`config.mk`:
```
export PLATFORM = sky130hd
export DESIGN_NAME = pixel_filter3x3_flat
export DESIGN_NICKNAME = d
export VERILOG_FILES = /design/src/rtl/pixel_filter3x3_if.sv /design/src/rtl/pixel_filter3x3.sv /design/src/flat_wrapper.sv
export SDC_FILE = /design/constraint.sdc
export NUM_CORES = 1
export LEC_CHECK = 0
export BUFFER_PORTS_ARGS = -buffer_cell sky130_fd_sc_hd__buf_2
export CAP_MARGIN = 25
export CORE_AREA = 2 2 217 219
export DETAILED_ROUTE_END_ITERATION = 7
export DIE_AREA = 0 0 219 221
export PLACE_DENSITY_LB_ADDON = 0.3
export SYNTH_ARGS = -nofsm -noshare
export SYNTH_HDL_FRONTEND = slang
export SYNTH_SLANG_ARGS = --single-unit
```
`constraint.sdc`:
```
create_clock -name clk -period 11.9 [get_ports clk]
set_input_delay 2.38 -clock clk [delete_from_list [all_inputs] [get_ports clk]]
set_output_delay 2.38 -clock clk [all_outputs]
set_load 0.005 [all_outputs]
```
`src/rtl/pixel_filter3x3_if.sv`:
```
// Valid/ready pixel stream bundle for pixel_filter3x3: input stream (s_*) and result stream (m_*).
// The filter uses the slave view; the producer/consumer side uses the master view.
interface pixel_filter3x3_if #(
  parameter int PIX_W = 8
);
  logic [PIX_W-1:0] s_pixel;
  logic             s_valid;
  logic             s_ready;
  logic [PIX_W-1:0] m_pixel;
  logic             m_valid;
  logic             m_ready;
  logic             m_last;

  modport master (
    output s_pixel, s_valid, m_ready,
    input  s_ready, m_pixel, m_valid, m_last
  );

  modport slave (
    input  s_pixel, s_valid, m_ready,
    output s_ready, m_pixel, m_valid, m_last
  );
endinterface

```
`src/rtl/pixel_filter3x3.sv`:
```
// Streaming 3x3 neighbourhood filter (pass/invert/Laplacian/Gaussian) over one raster frame.
// Two line buffers feed a 3x3 window (stage 1); the filter result is registered at stage 2.
module pixel_filter3x3 #(
  parameter int IMG_WIDTH  = 32,
  parameter int IMG_HEIGHT = 32,
  parameter int PIX_W      = 8
) (
  input  logic             clk,
  input  logic             rstn,
  pixel_filter3x3_if.slave px,
  input  logic [1:0]       mode,
  output logic             frame_done
);
  localparam int XW = $clog2(IMG_WIDTH);
  localparam int YW = $clog2(IMG_HEIGHT + 2);
  localparam int LW = PIX_W + 3;
  localparam int SW = PIX_W + 4;
  localparam logic [XW-1:0]    X_LAST  = XW'(IMG_WIDTH - 1);
  localparam logic [YW-1:0]    Y_LAST  = YW'(IMG_HEIGHT - 1);
  localparam logic [YW-1:0]    Y_FLUSH = YW'(IMG_HEIGHT + 1);
  localparam logic [PIX_W-1:0] MAX     = '1;

  typedef enum logic {STREAM, FLUSH} state_t;

  state_t           state_q, state_d;
  logic [XW-1:0]    ix;
  logic [YW-1:0]    iy;
  logic [1:0]       mode_q;
  logic             en, s_rdy, accept, flush_stp, step, flush_end;
  logic [PIX_W-1:0] sample;
  logic             c_ok;
  logic [XW-1:0]    c_x;
  logic [YW-1:0]    c_y;

  logic [PIX_W-1:0] lb0 [IMG_WIDTH];
  logic [PIX_W-1:0] lb1 [IMG_WIDTH];
  logic [PIX_W-1:0] win_p1 [3][3];
  logic             vld_p1;
  logic [XW-1:0]    cx_p1;
  logic [YW-1:0]    cy_p1;
  logic             border;
  logic [PIX_W-1:0] f_pix;

  function automatic logic [PIX_W-1:0] lap_clamp(
    input logic [PIX_W-1:0] c, n, s, e, w
  );
    logic signed [LW-1:0] v;
    v = $signed(LW'(c) << 2) - $signed(LW'(n)) - $signed(LW'(s))
      - $signed(LW'(e)) - $signed(LW'(w));
    if (v[LW-1])                   return '0;
    else if (v > $signed(LW'(MAX))) return MAX;
    else                           return v[PIX_W-1:0];
  endfunction

  function automatic logic [PIX_W-1:0] blur_trunc(
    input logic [PIX_W-1:0] c, n, s, e, w, k0, k1, k2, k3
  );
    logic [SW-1:0] sum;
    sum = SW'(k0) + SW'(k1) + SW'(k2) + SW'(k3)
        + ((SW'(n) + SW'(s) + SW'(e) + SW'(w)) << 1)
        + (SW'(c) << 2);
    return sum[SW-1:4];
  endfunction

  assign px.s_ready = s_rdy;

  always_comb begin
    state_d   = state_q;
    en        = !px.m_valid || px.m_ready;
    s_rdy     = (state_q == STREAM) && en;
    accept    = px.s_valid && s_rdy;
    flush_stp = (state_q == FLUSH) && en;
    step      = accept || flush_stp;
    sample    = flush_stp ? '0 : px.s_pixel;
    flush_end = flush_stp && (ix == '0) && (iy == Y_FLUSH);
    if (accept && (ix == X_LAST) && (iy == Y_LAST)) state_d = FLUSH;
    else if (flush_end)                             state_d = STREAM;
  end

  // Centre of the window after this step lags the newest sample by one line plus one pixel.
  always_comb begin
    c_ok = (iy >= YW'(2)) || ((iy == YW'(1)) && (ix != '0));
    if (ix != '0) begin
      c_x = ix - XW'(1);
      c_y = iy - YW'(1);
    end else begin
      c_x = X_LAST;
      c_y = iy - YW'(2);
    end
  end

  always_ff @(posedge clk or negedge rstn) begin
    if (!rstn) begin
      state_q <= STREAM;
      ix      <= '0;
      iy      <= '0;
      mode_q  <= 2'b00;
    end else begin
      state_q <= state_d;
      if (accept && (ix == '0) && (iy == '0)) mode_q <= mode;
      if (step) begin
        if (flush_end) begin
          ix <= '0;
          iy <= '0;
        end else if (ix == X_LAST) begin
          ix <= '0;
          iy <= iy + YW'(1);
        end else begin
          ix <= ix + XW'(1);
        end
      end
    end
  end

  // Stage 1: line buffers and 3x3 window
  always_ff @(posedge clk) begin
    if (step) begin
      lb0[ix] <= lb1[ix];
      lb1[ix] <= sample;
      for (int r = 0; r < 3; r++) begin
        win_p1[r][0] <= win_p1[r][1];
        win_p1[r][1] <= win_p1[r][2];
      end
      win_p1[0][2] <= lb0[ix];
      win_p1[1][2] <= lb1[ix];
      win_p1[2][2] <= sample;
    end
  end

  always_ff @(posedge clk or negedge rstn) begin
    if (!rstn) begin
      vld_p1 <= 1'b0;
      cx_p1  <= '0;
      cy_p1  <= '0;
    end else if (en) begin
      vld_p1 <= step && c_ok;
      if (step) begin
        cx_p1 <= c_x;
        cy_p1 <= c_y;
      end
    end
  end

  always_comb begin
    border = (cx_p1 == '0) || (cx_p1 == X_LAST) || (cy_p1 == '0) || (cy_p1 == Y_LAST);
    f_pix  = win_p1[1][1];
    case (mode_q)
      2'b01: f_pix = MAX - win_p1[1][1];
      2'b10: if (!border) f_pix = lap_clamp(win_p1[1][1], win_p1[0][1], win_p1[2][1],
                                             win_p1[1][2], win_p1[1][0]);
      2'b11: if (!border) f_pix = blur_trunc(win_p1[1][1], win_p1[0][1], win_p1[2][1],
                                              win_p1[1][2], win_p1[1][0], win_p1[0][0],
                                              win_p1[0][2], win_p1[2][0], win_p1[2][2]);
      default: f_pix = win_p1[1][1];
    endcase
  end

  // Stage 2: output register
  always_ff @(posedge clk or negedge rstn) begin
    if (!rstn) begin
      px.m_valid <= 1'b0;
      px.m_pixel <= '0;
      px.m_last  <= 1'b0;
      frame_done <= 1'b0;
    end else begin
      if (en) begin
        px.m_valid <= vld_p1;
        px.m_pixel <= f_pix;
        px.m_last  <= vld_p1 && (cx_p1 == X_LAST) && (cy_p1 == Y_LAST);
      end
      frame_done <= px.m_valid && px.m_ready && px.m_last;
    end
  end
endmodule

```
`src/flat_wrapper.sv`:
```
// flat-port wrapper written by rule: the top's interface ports become plain ports
module pixel_filter3x3_flat 
#(
  parameter int IMG_WIDTH  = 32,
  parameter int IMG_HEIGHT = 32,
  parameter int PIX_W      = 8
)
  (clk, rstn, mode, frame_done, px_s_pixel, px_s_valid, px_m_ready, px_s_ready, px_m_pixel, px_m_valid, px_m_last);
  pixel_filter3x3_if #(.PIX_W(PIX_W)) px_i ();
  input  logic clk;
  input  logic rstn;
  input  logic [1:0] mode;
  output logic frame_done;
  input wire logic [$bits(px_i.s_pixel)-1:0] px_s_pixel;
  input wire logic [$bits(px_i.s_valid)-1:0] px_s_valid;
  input wire logic [$bits(px_i.m_ready)-1:0] px_m_ready;
  output wire logic [$bits(px_i.s_ready)-1:0] px_s_ready;
  output wire logic [$bits(px_i.m_pixel)-1:0] px_m_pixel;
  output wire logic [$bits(px_i.m_valid)-1:0] px_m_valid;
  output wire logic [$bits(px_i.m_last)-1:0] px_m_last;
  assign px_i.s_pixel = px_s_pixel;
  assign px_i.s_valid = px_s_valid;
  assign px_i.m_ready = px_m_ready;
  assign px_s_ready = px_i.s_ready;
  assign px_m_pixel = px_i.m_pixel;
  assign px_m_valid = px_i.m_valid;
  assign px_m_last = px_i.m_last;
  pixel_filter3x3 #(.IMG_WIDTH(IMG_WIDTH), .IMG_HEIGHT(IMG_HEIGHT), .PIX_W(PIX_W)) u_core (.clk(clk), .rstn(rstn), .px(px_i), .mode(mode), .frame_done(frame_done));
endmodule
```
==> key figures, run 1 <==
Run status
  • Run status: finished clean

Clock network
  • Clk_lat worst skew: 0.63 ns
  • CTS Hold Bufs: 0
  • Htree depth: 2
  • Post-CTS repair timing setup buffer count: 0
  • # clock sinks: 621
  • Root Driver: clkbuf_16
  • Clock Tree Buf Depth: 3
  • Post-CTS sizing: 0
  • TritonCTS buffer count: 59
  • CTS tree: done
  • Worst-path clk slew: 0.07 ns

GRT
  • First-pass GRT wire length: 91600 um
  • Met3 Use GR: 4.33%
  • Vias in the first global route: 14800
  • M2 GR Usage: 40.4%
  • Initial antenna violation count: 1
  • Largest net degree at the start of global routing: 81
  • Global route overflow: 0
  • Met1 global-route usage: 37.0%
  • GRT busiest layer: met2
  • Tot GR Track Use: 25.8%

Die
  • # rows: 79
  • Num ports: 26
  • Die height: 221 um
  • Die width: 219 um
  • Die ar.: 48400 um2
  • Initial Util: 59.1%
  • CORE AREA: 46100 um2

Logic synthesis
  • Net Count, Synth: 1694
  • Area leader, netlist: edfxtp_1
  • Share of the synthesized area in the top cell type: 64.4%
  • Synth Flop Type: edfxtp_1
  • Area contributors post-synth: edfxtp_1, mux4_2, fa_1, dfrtp_1, ha_1
  • Flops & latches, synth: 621
  • Yosys cell types: 76
  • Avg Inst Size Synth: 17.5 um2
  • Number of synthesized flops with an enable pin: 584
  • Mapped Area: 27200 um2
  • Synth warn: 0
  • Syn Inst Count: 1552
  • Ys async rst share: 5.96%
  • Sequential area share after synthesis: 67.8%

Critical path
  • Startpoint Class: flop
  • Worst reg2reg path endpoint: u_core.px.m_pixel[6]
  • Worst EP arrival: 6.47 ns
  • FF-to-FF setup slack: 5.91 ns
  • Crit end category: flop
  • Reg2reg path depth: 26
  • Critical path fanouts, max: 4
  • Data required, critical path: 12.38 ns
  • R2R Path Start: u_core.win_p1[0][8]
  • Setup CP Type: flop to flop

Routing
  • Antenna viol nets, final: 0
  • DRC: 0
  • Vias per cell: 6.38
  • Final Routed Wirelength: 60500 um
  • Vias: 14600
  • Detailed Routing Iterations Pass 1: 6
  • Wire per inst: 26.4 um
  • DRT iter0 DRCs: 1821

Cells and area
  • Layout cells sized above 1: 19.0%
  • FILL cells: 3030
  • Area Overhead vs Synth: 10.9%
  • Antenna diodes: 0
  • Final nets: 1778

Timing
  • Setup_tns: 0 ns
  • Hold Vio Cnt, Final: 0
  • Final Max Tran Viols: 0
  • Endpoints failing setup: 0
  • Fin Clk Skew: 0.0296 ns
  • RSZ-0062 raised after global routing: no
  • Highest clock rate: 167 MHz
  • Final worst path period need: 5.99 ns
  • Worst slew pin tran: 1.01 ns
  • Fin crit share: 50.3%
  • Rel. slew slack: 32.5%

Worst hold path
  • Hold Path Stages: 0
  • Hold_sp: u_core.win_p1[0][31]
  • Hold WC Path Type: flop to flop
  • Hold Path Sink: u_core.win_p1[0][39]

Place
  • Gp weighted congestion: 0.857
  • Port buffer count: 25
  • DP Wirelength: 38000 um

Flow run
  • Max-Cap Viols: 0
worst max-delay path by stage:
stage,slack [ns],startpoint,depth (start not counted),end
2_1_floorplan,6.30,u_core.win_p1[0][8],25,u_core.px.m_pixel[6]
3_3_place_gp,6.02,px_m_ready,4,px_s_ready
3_5_place_dp,5.91,u_core.win_p1[0][8],26,u_core.px.m_pixel[7]
4_1_cts,5.90,u_core.win_p1[0][8],26,u_core.px.m_pixel[6]
5_1_grt,5.47,u_core.win_p1[0][56],26,u_core.px.m_pixel[6]
6_report,5.91,u_core.win_p1[0][8],26,u_core.px.m_pixel[6]
sequential cells by signal, indices dropped and copies added, names as in the netlist, 2 cells and up:
| signal | count |
|---|---|
| u_core.cx_p1 | 5 |
| u_core.cy_p1 | 6 |
| u_core.ix | 5 |
| u_core.iy | 6 |
| u_core.lb0 | 256 |
| u_core.lb1 | 256 |
| u_core.mode_q | 2 |
| u_core.px.m_pixel | 8 |
| u_core.win_p1 | 72 |
placed cells by master, fill, tap and decap left out, types with 8 or more instances in the layout:
cell	netlist	layout
a21o_1	13	13
a21oi_1	29	29
a22oi_1	49	49
a32oi_1	16	16
and2_1	10	9
buf_2	19	25
buf_4	2	59
clkbuf_1	31	10
clkbuf_16	0	60
clkinv_1	0	18
dfrtp_1	37	35
edfxtp_1	584	584
fa_1	55	55
ha_1	73	73
inv_1	124	123
mux4_2	128	128
nand2_1	48	48
nand3_1	9	9
nand4_1	21	21
nor2_1	75	75
nor2b_1	8	8
nor3_1	15	15
o211ai_1	9	9
o21ai_0	32	32
xnor2_1	25	25
xor2_1	15	15
cell usage after synthesis, types with 29 or more instances:
cell and number:
edfxtp_1 584, mux4_2 128, inv_1 124, nor2_1 75
ha_1 73, fa_1 55, a22oi_1 49, nand2_1 48
dfrtp_1 37, o21ai_0 32, clkbuf_1 31, a21oi_1 29
area by class of cell:
class,count,area (um2),share of cell area [%]
clock inverters,36,332,1.10
inverters,124,468,1.55
multi-input cells,744,8030,26.6
well taps,607,759,2.52
clock buffers,70,1540,5.10
repair buffers,86,598,1.98
flip-flops and latches,621,18500,61.2
cell families after synthesis:
kind of cell	share of synthesized area [%]
compound gates	5.56
xor+xnor	1.29
fa+ha+maj	7.40
buf+inv	2.75
flops	67.8
mux	10.9
simple gates	4.31
layer usage:
metal | wire length, um | up-vias
met5 | 0 | -
met3 | 5130 | 108
met4 | 2070 | 0
li1 | - | 6233
met1 | 24500 | 7525
met2 | 28800 | 725
metrics by stage:
step / area, um2 / cells / utilization [%] / setup WS, ns / hold slack [ns]
after floorplan: 27200 / 1552 / - / 6.30 / 0.426
after global placement: 28300 / 2180 / 61.4 / 6.02 / 0.434
after detailed placement: 28300 / 2182 / 61.5 / 5.91 / 0.441
after CTS: 30200 / 2288 / 65.6 / 5.90 / 0.458
after global routing: 30200 / 2288 / 65.6 / 5.47 / 0.469
final: 30200 / 2288 / 65.6 / 5.91 / 0.458
worst max-delay path, cell delays in order (launching register included):
cell      delay (ns)
edfxtp_1        0.42
ha_1            0.21
inv_1           0.06
fa_1            0.39
xor2_1          0.19
fa_1            0.48
inv_1           0.06
ha_1            0.27
a21o_1          0.18
a21oi_1         0.22
nor2b_1         0.07
o21a_1          0.18
nor2_1          0.12
xor2_1          0.11
fa_1            0.51
inv_1           0.05
fa_1            0.47
inv_1           0.05
fa_1            0.47
inv_1           0.04
ha_1            0.33
a21oi_1         0.18
o211ai_1        0.12
o211a_1         0.17
o22ai_1         0.17
mux2i_1         0.20
o221ai_1        0.12
Power of run 1 is not shown: default switching activity piles up to over one toggle a cycle in this logic, so the estimate is an artifact.
==> run 2: changes to the inputs <==
clock period = 6.1 ns   (was 11.9 ns; I/O delays follow)
==> run 2 against run 1 <==
  * Core utilization up 0.59 points
  * Global-route usage increased by 0.55 points
  * Highest routed layer unchanged
  * Maximum frequency increased by 2.4%
  * Critical path depth fell by 1
  * Clock skew shrank 0.010 ns
  * Critical path type unchanged
  * Count of clock-buffer cells in the layout increased by 2
  * Worst setup slack got worse by 5.7 ns
  * Die area unchanged
  * Sequential share of layout area decreased by 0.54 points
  * Final cell count increased by 0.79%
  * Design area rose by 0.90%
==> key figures, run 2 (synthesis gave the netlist of run 1 again) <==
Worst hold path
  • Hold WC Path Type: flop to flop

Cells and area
  • Storage cell area: 18500 um2
  • Multi-input combinational cell area: 8060 um2
  • Antenna diodes: 0
  • Final std cells w/o fill: 2306
  • FILL cells: 3027
  • Final nets: 1789
  • Most common cell after layout, fill and taps aside: edfxtp_1
  • Layout cells sized above 1: 21.2%
  • Top flop regs: u_core.lb0: 256 flops, u_core.lb1: 256 flops, u_core.win_p1: 72 flops
  • Area Overhead vs Synth: 11.9%
  • Most frequent cells in the layout: edfxtp_1, mux4_2, inv_1

GRT
  • Met3 Use GR: 4.65%
  • Tot GR Track Use: 26.3%
  • Initial antenna violation count: 0
  • M2 GR Usage: 42.0%
  • First-pass GRT wire length: 93200 um
  • GRT busiest layer: met2
  • Met1 global-route usage: 37.0%
  • Global route overflow: 0
  • Largest net degree at the start of global routing: 61
  • Vias in the first global route: 15000

Critical path
  • Crit path buffers/inverters: 5
  • Setup CP Type: flop to flop
  • Critical-path top delay cell: fa_1
  • Startpoint Class: flop
  • Worst EP arrival: 6.38 ns
  • Cell family with most CP delay: adder cells
  • Data required, critical path: 6.63 ns
  • Critical path fanouts, max: 4
  • Largest stage delay, worst path: 0.50 ns
  • Crit end category: flop

Clock network
  • TritonCTS buffer count: 60
  • Root Driver: clkbuf_16
  • Worst-path clk slew: 0.07 ns
  • Clock Tree Buf Depth: 3
  • Clk_lat worst skew: 0.63 ns
  • Htree depth: 2
  • # clock sinks: 621
  • CTS tree: done

Routing
  • Vias per cell: 6.40
  • Detailed Routing Iterations Pass 1: 6
  • Antenna viol nets, final: 0
  • Wire per inst: 26.9 um
  • Final Routed Wirelength: 61900 um
  • DRC: 0
  • Vias: 14800
  • DRT iter0 DRCs: 1875

Flow run
  • Max-Cap Viols: 0

Place
  • Port buffer count: 25
  • Placed cells: 2189
  • DP Worst Slack: 0.214 ns
  • DP Wirelength: 38300 um
  • Gp weighted congestion: 0.879

Timing
  • Final Max Tran Viols: 0
  • Final worst path period need: 5.85 ns
  • Post-route worst setup slack: 0.253 ns
  • Setup_tns: 0 ns
  • Fin Clk Skew: 0.0192 ns
  • Worst slew pin tran: 1.02 ns
  • RSZ-0062 raised after global routing: no
  • Hold Vio Cnt, Final: 0
  • Highest clock rate: 171 MHz
  • Fin crit share: 95.9%
  • Rel. slew slack: 32.0%
  • Endpoints failing setup: 0

Die
  • Die width: 219 um
  • # rows: 79
  • Num ports: 26
  • Die ar.: 48400 um2
  • Initial Util: 59.1%
  • CORE AREA: 46100 um2
  • Die height: 221 um

Run status
  • Run status: finished clean
==> run 2: cell count changes in the layout (fill, tap and decap cells not counted), moves of 4 or more <==
cell / delta
clkbuf_8: +4
clkinv_1: -12
a21oi_2: +4
clkinv_2: +8
a21oi_1: -4
buf_4: +10
clkinvlp_4: +7
==> run 2: worst paths after layout <==
check | from | endpoint | slack [ns] | depth (start not counted)
worst min register to register | u_core.win_p1[0][27] | u_core.win_p1[0][35] | 0.45 | 0
worst min-delay path | u_core.win_p1[0][27] | u_core.win_p1[0][35] | 0.45 | 0
max in group asynchronous | rstn | u_core.ix[1] | 4.75 | 1
worst max register to register | u_core.win_p1[0][8] | u_core.px.m_pixel[4] | 0.25 | 25
min in group asynchronous | rstn | u_core.iy[5] | 0.72 | 1
worst max-delay path | u_core.win_p1[0][8] | u_core.px.m_pixel[4] | 0.25 | 25
==> run 2: routing by layer <==
metal	share of wire (%)	wire length (um)	vias to the layer above
li1	-	-	6261
met1	40	24600	7611
met2	48	29900	741
met3	8.5	5290	140
met4	3.5	2150	0
met5	0	0	-
==> run 2: layout make-up <==
| type | instances | area share (%) |
|---|---|---|
| Clock inverter | 42 | 1.38 |
| Multi-Input combinational cell | 744 | 26.5 |
| Sequential cell | 621 | 60.6 |
| Timing Repair Buffer | 96 | 2.24 |
| Tap cell | 607 | 2.49 |
| Inverter | 124 | 1.54 |
| Clock buffer | 72 | 5.28 |
==> run 2: worst reg2reg max path, cell delays in order (launching register included) <==
cell and delay (ns):
edfxtp_1 0.36, ha_1 0.19, inv_1 0.06, fa_1 0.40, xor2_1 0.19, fa_1 0.48
inv_1 0.06, ha_1 0.27, a21o_1 0.19, a21oi_2 0.18, nor2b_1 0.07, o21a_1 0.18
nor2_1 0.11, xor2_1 0.09, fa_1 0.50, inv_1 0.05, fa_1 0.47, inv_1 0.05
fa_1 0.47, inv_1 0.04, ha_1 0.33, a21o_1 0.20, o211a_1 0.26, nor4_1 0.31
nor2_1 0.09, o22ai_1 0.18
==> run 2: per-stage QoR <==
stage | cell area [um2] | util [%] | hold WS (ns)
floorplan | 27200 | - | 0.426
global placement | 28400 | 61.6 | 0.435
detailed placement | 28400 | 61.6 | 0.433
CTS | 30400 | 66.0 | 0.448
global route | 30500 | 66.1 | 0.457
finish | 30500 | 66.1 | 0.447
==> run 2: repair_timing <==
item | 4_1_cts | 5_1_grt
hold buffers | 0 | 0
buffers inserted | 0 | 2
hold endpoints to repair | 0 | 0
setup endpoints to repair | 0 | 5
resized for setup | 0 | 11
Power of run 2 is left out for the same reason.
==> run 3: changes to the inputs <==
CTS_BUF_LIST = sky130_fd_sc_hd__clkbuf_8 sky130_fd_sc_hd__clkbuf_16   (was not set)
SKIP_LAST_GASP = 1   (was not set)
==> run 3 against run 2 <==
  * Design area is the same
  * Wire length is essentially flat
  * Clock skew shrank 0.0010 ns
  * Count of clock-buffer cells in the layout shrank 7
  * Maximum frequency grew 0.66%
==> key figures, run 3 (synthesis gave the netlist of run 1 again) <==
Critical path
  • Data required, critical path: 6.64 ns
  • Crit path buffers/inverters: 5
  • Worst EP arrival: 6.35 ns
  • Cell family with most CP delay: adder cells
  • Largest stage delay, worst path: 0.50 ns
  • Setup CP Type: flop to flop
  • Crit end category: flop
  • Critical path fanouts, max: 4
  • Startpoint Class: flop
  • Critical-path top delay cell: fa_1

Die
  • CORE AREA: 46100 um2
  • Die ar.: 48400 um2
  • Num ports: 26
  • # rows: 79
  • Initial Util: 59.1%
  • Die width: 219 um
  • Die height: 221 um

Clock network
  • CTS Hold Bufs: 0
  • # clock sinks: 621
  • Worst-path clk slew: 0.07 ns
  • CTS tree: done
  • TritonCTS buffer count: 60
  • Clk_lat worst skew: 0.63 ns
  • Clock Tree Buf Depth: 3
  • Root Driver: clkbuf_16
  • Htree depth: 2

Cells and area
  • Antenna diodes: 0
  • Area Overhead vs Synth: 11.9%
  • Final nets: 1789
  • Most common cell after layout, fill and taps aside: edfxtp_1
  • Layout cells sized above 1: 21.2%
  • Top flop regs: u_core.lb0: 256 flops, u_core.lb1: 256 flops, u_core.win_p1: 72 flops
  • Most frequent cells in the layout: edfxtp_1, inv_1, mux4_2

Routing
  • Vias per cell: 6.41
  • Detailed Routing Iterations Pass 1: 7
  • DRT iter0 DRCs: 1800
  • DRC: 0
  • Vias: 14800
  • Wire per inst: 26.9 um
  • Final Routed Wirelength: 62000 um
  • Antenna viol nets, final: 0

Timing
  • Fin Clk Skew: 0.0182 ns
  • Worst slew pin tran: 0.991 ns
  • Final Max Tran Viols: 0
  • Post-route worst setup slack: 0.291 ns
  • Rel. slew slack: 33.7%
  • Final worst path period need: 5.81 ns
  • Highest clock rate: 172 MHz
  • Fin crit share: 95.2%
  • RSZ-0062 raised after global routing: no
  • Setup_tns: 0 ns
  • Hold Vio Cnt, Final: 0
  • Worst hold margin: 0.447 ns
  • Endpoints failing setup: 0

Place
  • Port buffer count: 25
  • Gp weighted congestion: 0.879
  • DP Worst Slack: 0.214 ns
  • DP Wirelength: 38300 um

GRT
  • Global route overflow: 0
  • Vias in the first global route: 15000
  • First-pass GRT wire length: 93200 um
  • Largest net degree at the start of global routing: 61
  • Tot GR Track Use: 26.3%
  • Initial antenna violation count: 0

Run status
  • Run status: finished clean

Flow run
  • Max-Cap Viols: 0

Worst hold path
  • Hold WC Path Type: flop to flop
[run 3: worst paths after layout]
path                                 startpoint                   end  slack (ns)  depth (start not counted)
max                         u_core.win_p1[0][8]  u_core.px.m_pixel[4]        0.29                         25
min                        u_core.win_p1[0][27]  u_core.win_p1[0][35]        0.45                          0
max reg2reg                 u_core.win_p1[0][8]  u_core.px.m_pixel[4]        0.29                         25
min reg2reg                u_core.win_p1[0][27]  u_core.win_p1[0][35]        0.45                          0
max in group asynchronous                  rstn          u_core.ix[1]        4.74                          1
min in group asynchronous                  rstn          u_core.iy[5]        0.72                          1
[run 3: worst reg2reg max path, cell delays in order (launching register included)]
cell	delay, ns
edfxtp_1	0.36
ha_1	0.19
inv_1	0.06
fa_1	0.40
xor2_1	0.19
fa_1	0.48
inv_1	0.06
ha_1	0.27
a21o_1	0.19
a21oi_2	0.18
nor2b_1	0.07
o21a_1	0.18
nor2_1	0.11
xor2_1	0.09
fa_1	0.50
inv_1	0.05
fa_1	0.47
inv_1	0.05
fa_1	0.47
inv_1	0.04
ha_1	0.33
a21o_1	0.20
o211a_1	0.25
nor4_1	0.30
nor2_1	0.08
o22ai_1	0.16
[run 3: repair_timing]
item                                    in CTS  in global routing
endpoints found under the setup margin       0                  5
setup buffers                                0                  2
endpoints found under the hold margin        0                  0
gates resized for setup                      0                 11
[run 3: per-stage QoR]
stage	cell area, um2	utilization, %	std cells
after floorplan	27200	-	1552
after global placement	28400	61.6	2189
after detailed placement	28400	61.6	2189
after CTS	30400	66.0	2303
after global routing	30500	66.1	2306
final	30500	66.1	2306
[run 3: final cells by class]
cell class	count	area (um2)
clock inverters	49	445
multi-input cells	744	8060
inverters	124	468
flip-flops and latches	621	18500
clock buffers	65	1580
fillers	3027	15600
well taps	607	759
repair buffers	96	683
[run 3: per-layer routing]
metal,share of wire (%),global-route usage (%)
met5,0,0
met3,8.6,4.65
met4,3.2,9.52
met2,48,42.0
met1,40,37.0
Power of run 3 is left out for the same reason.
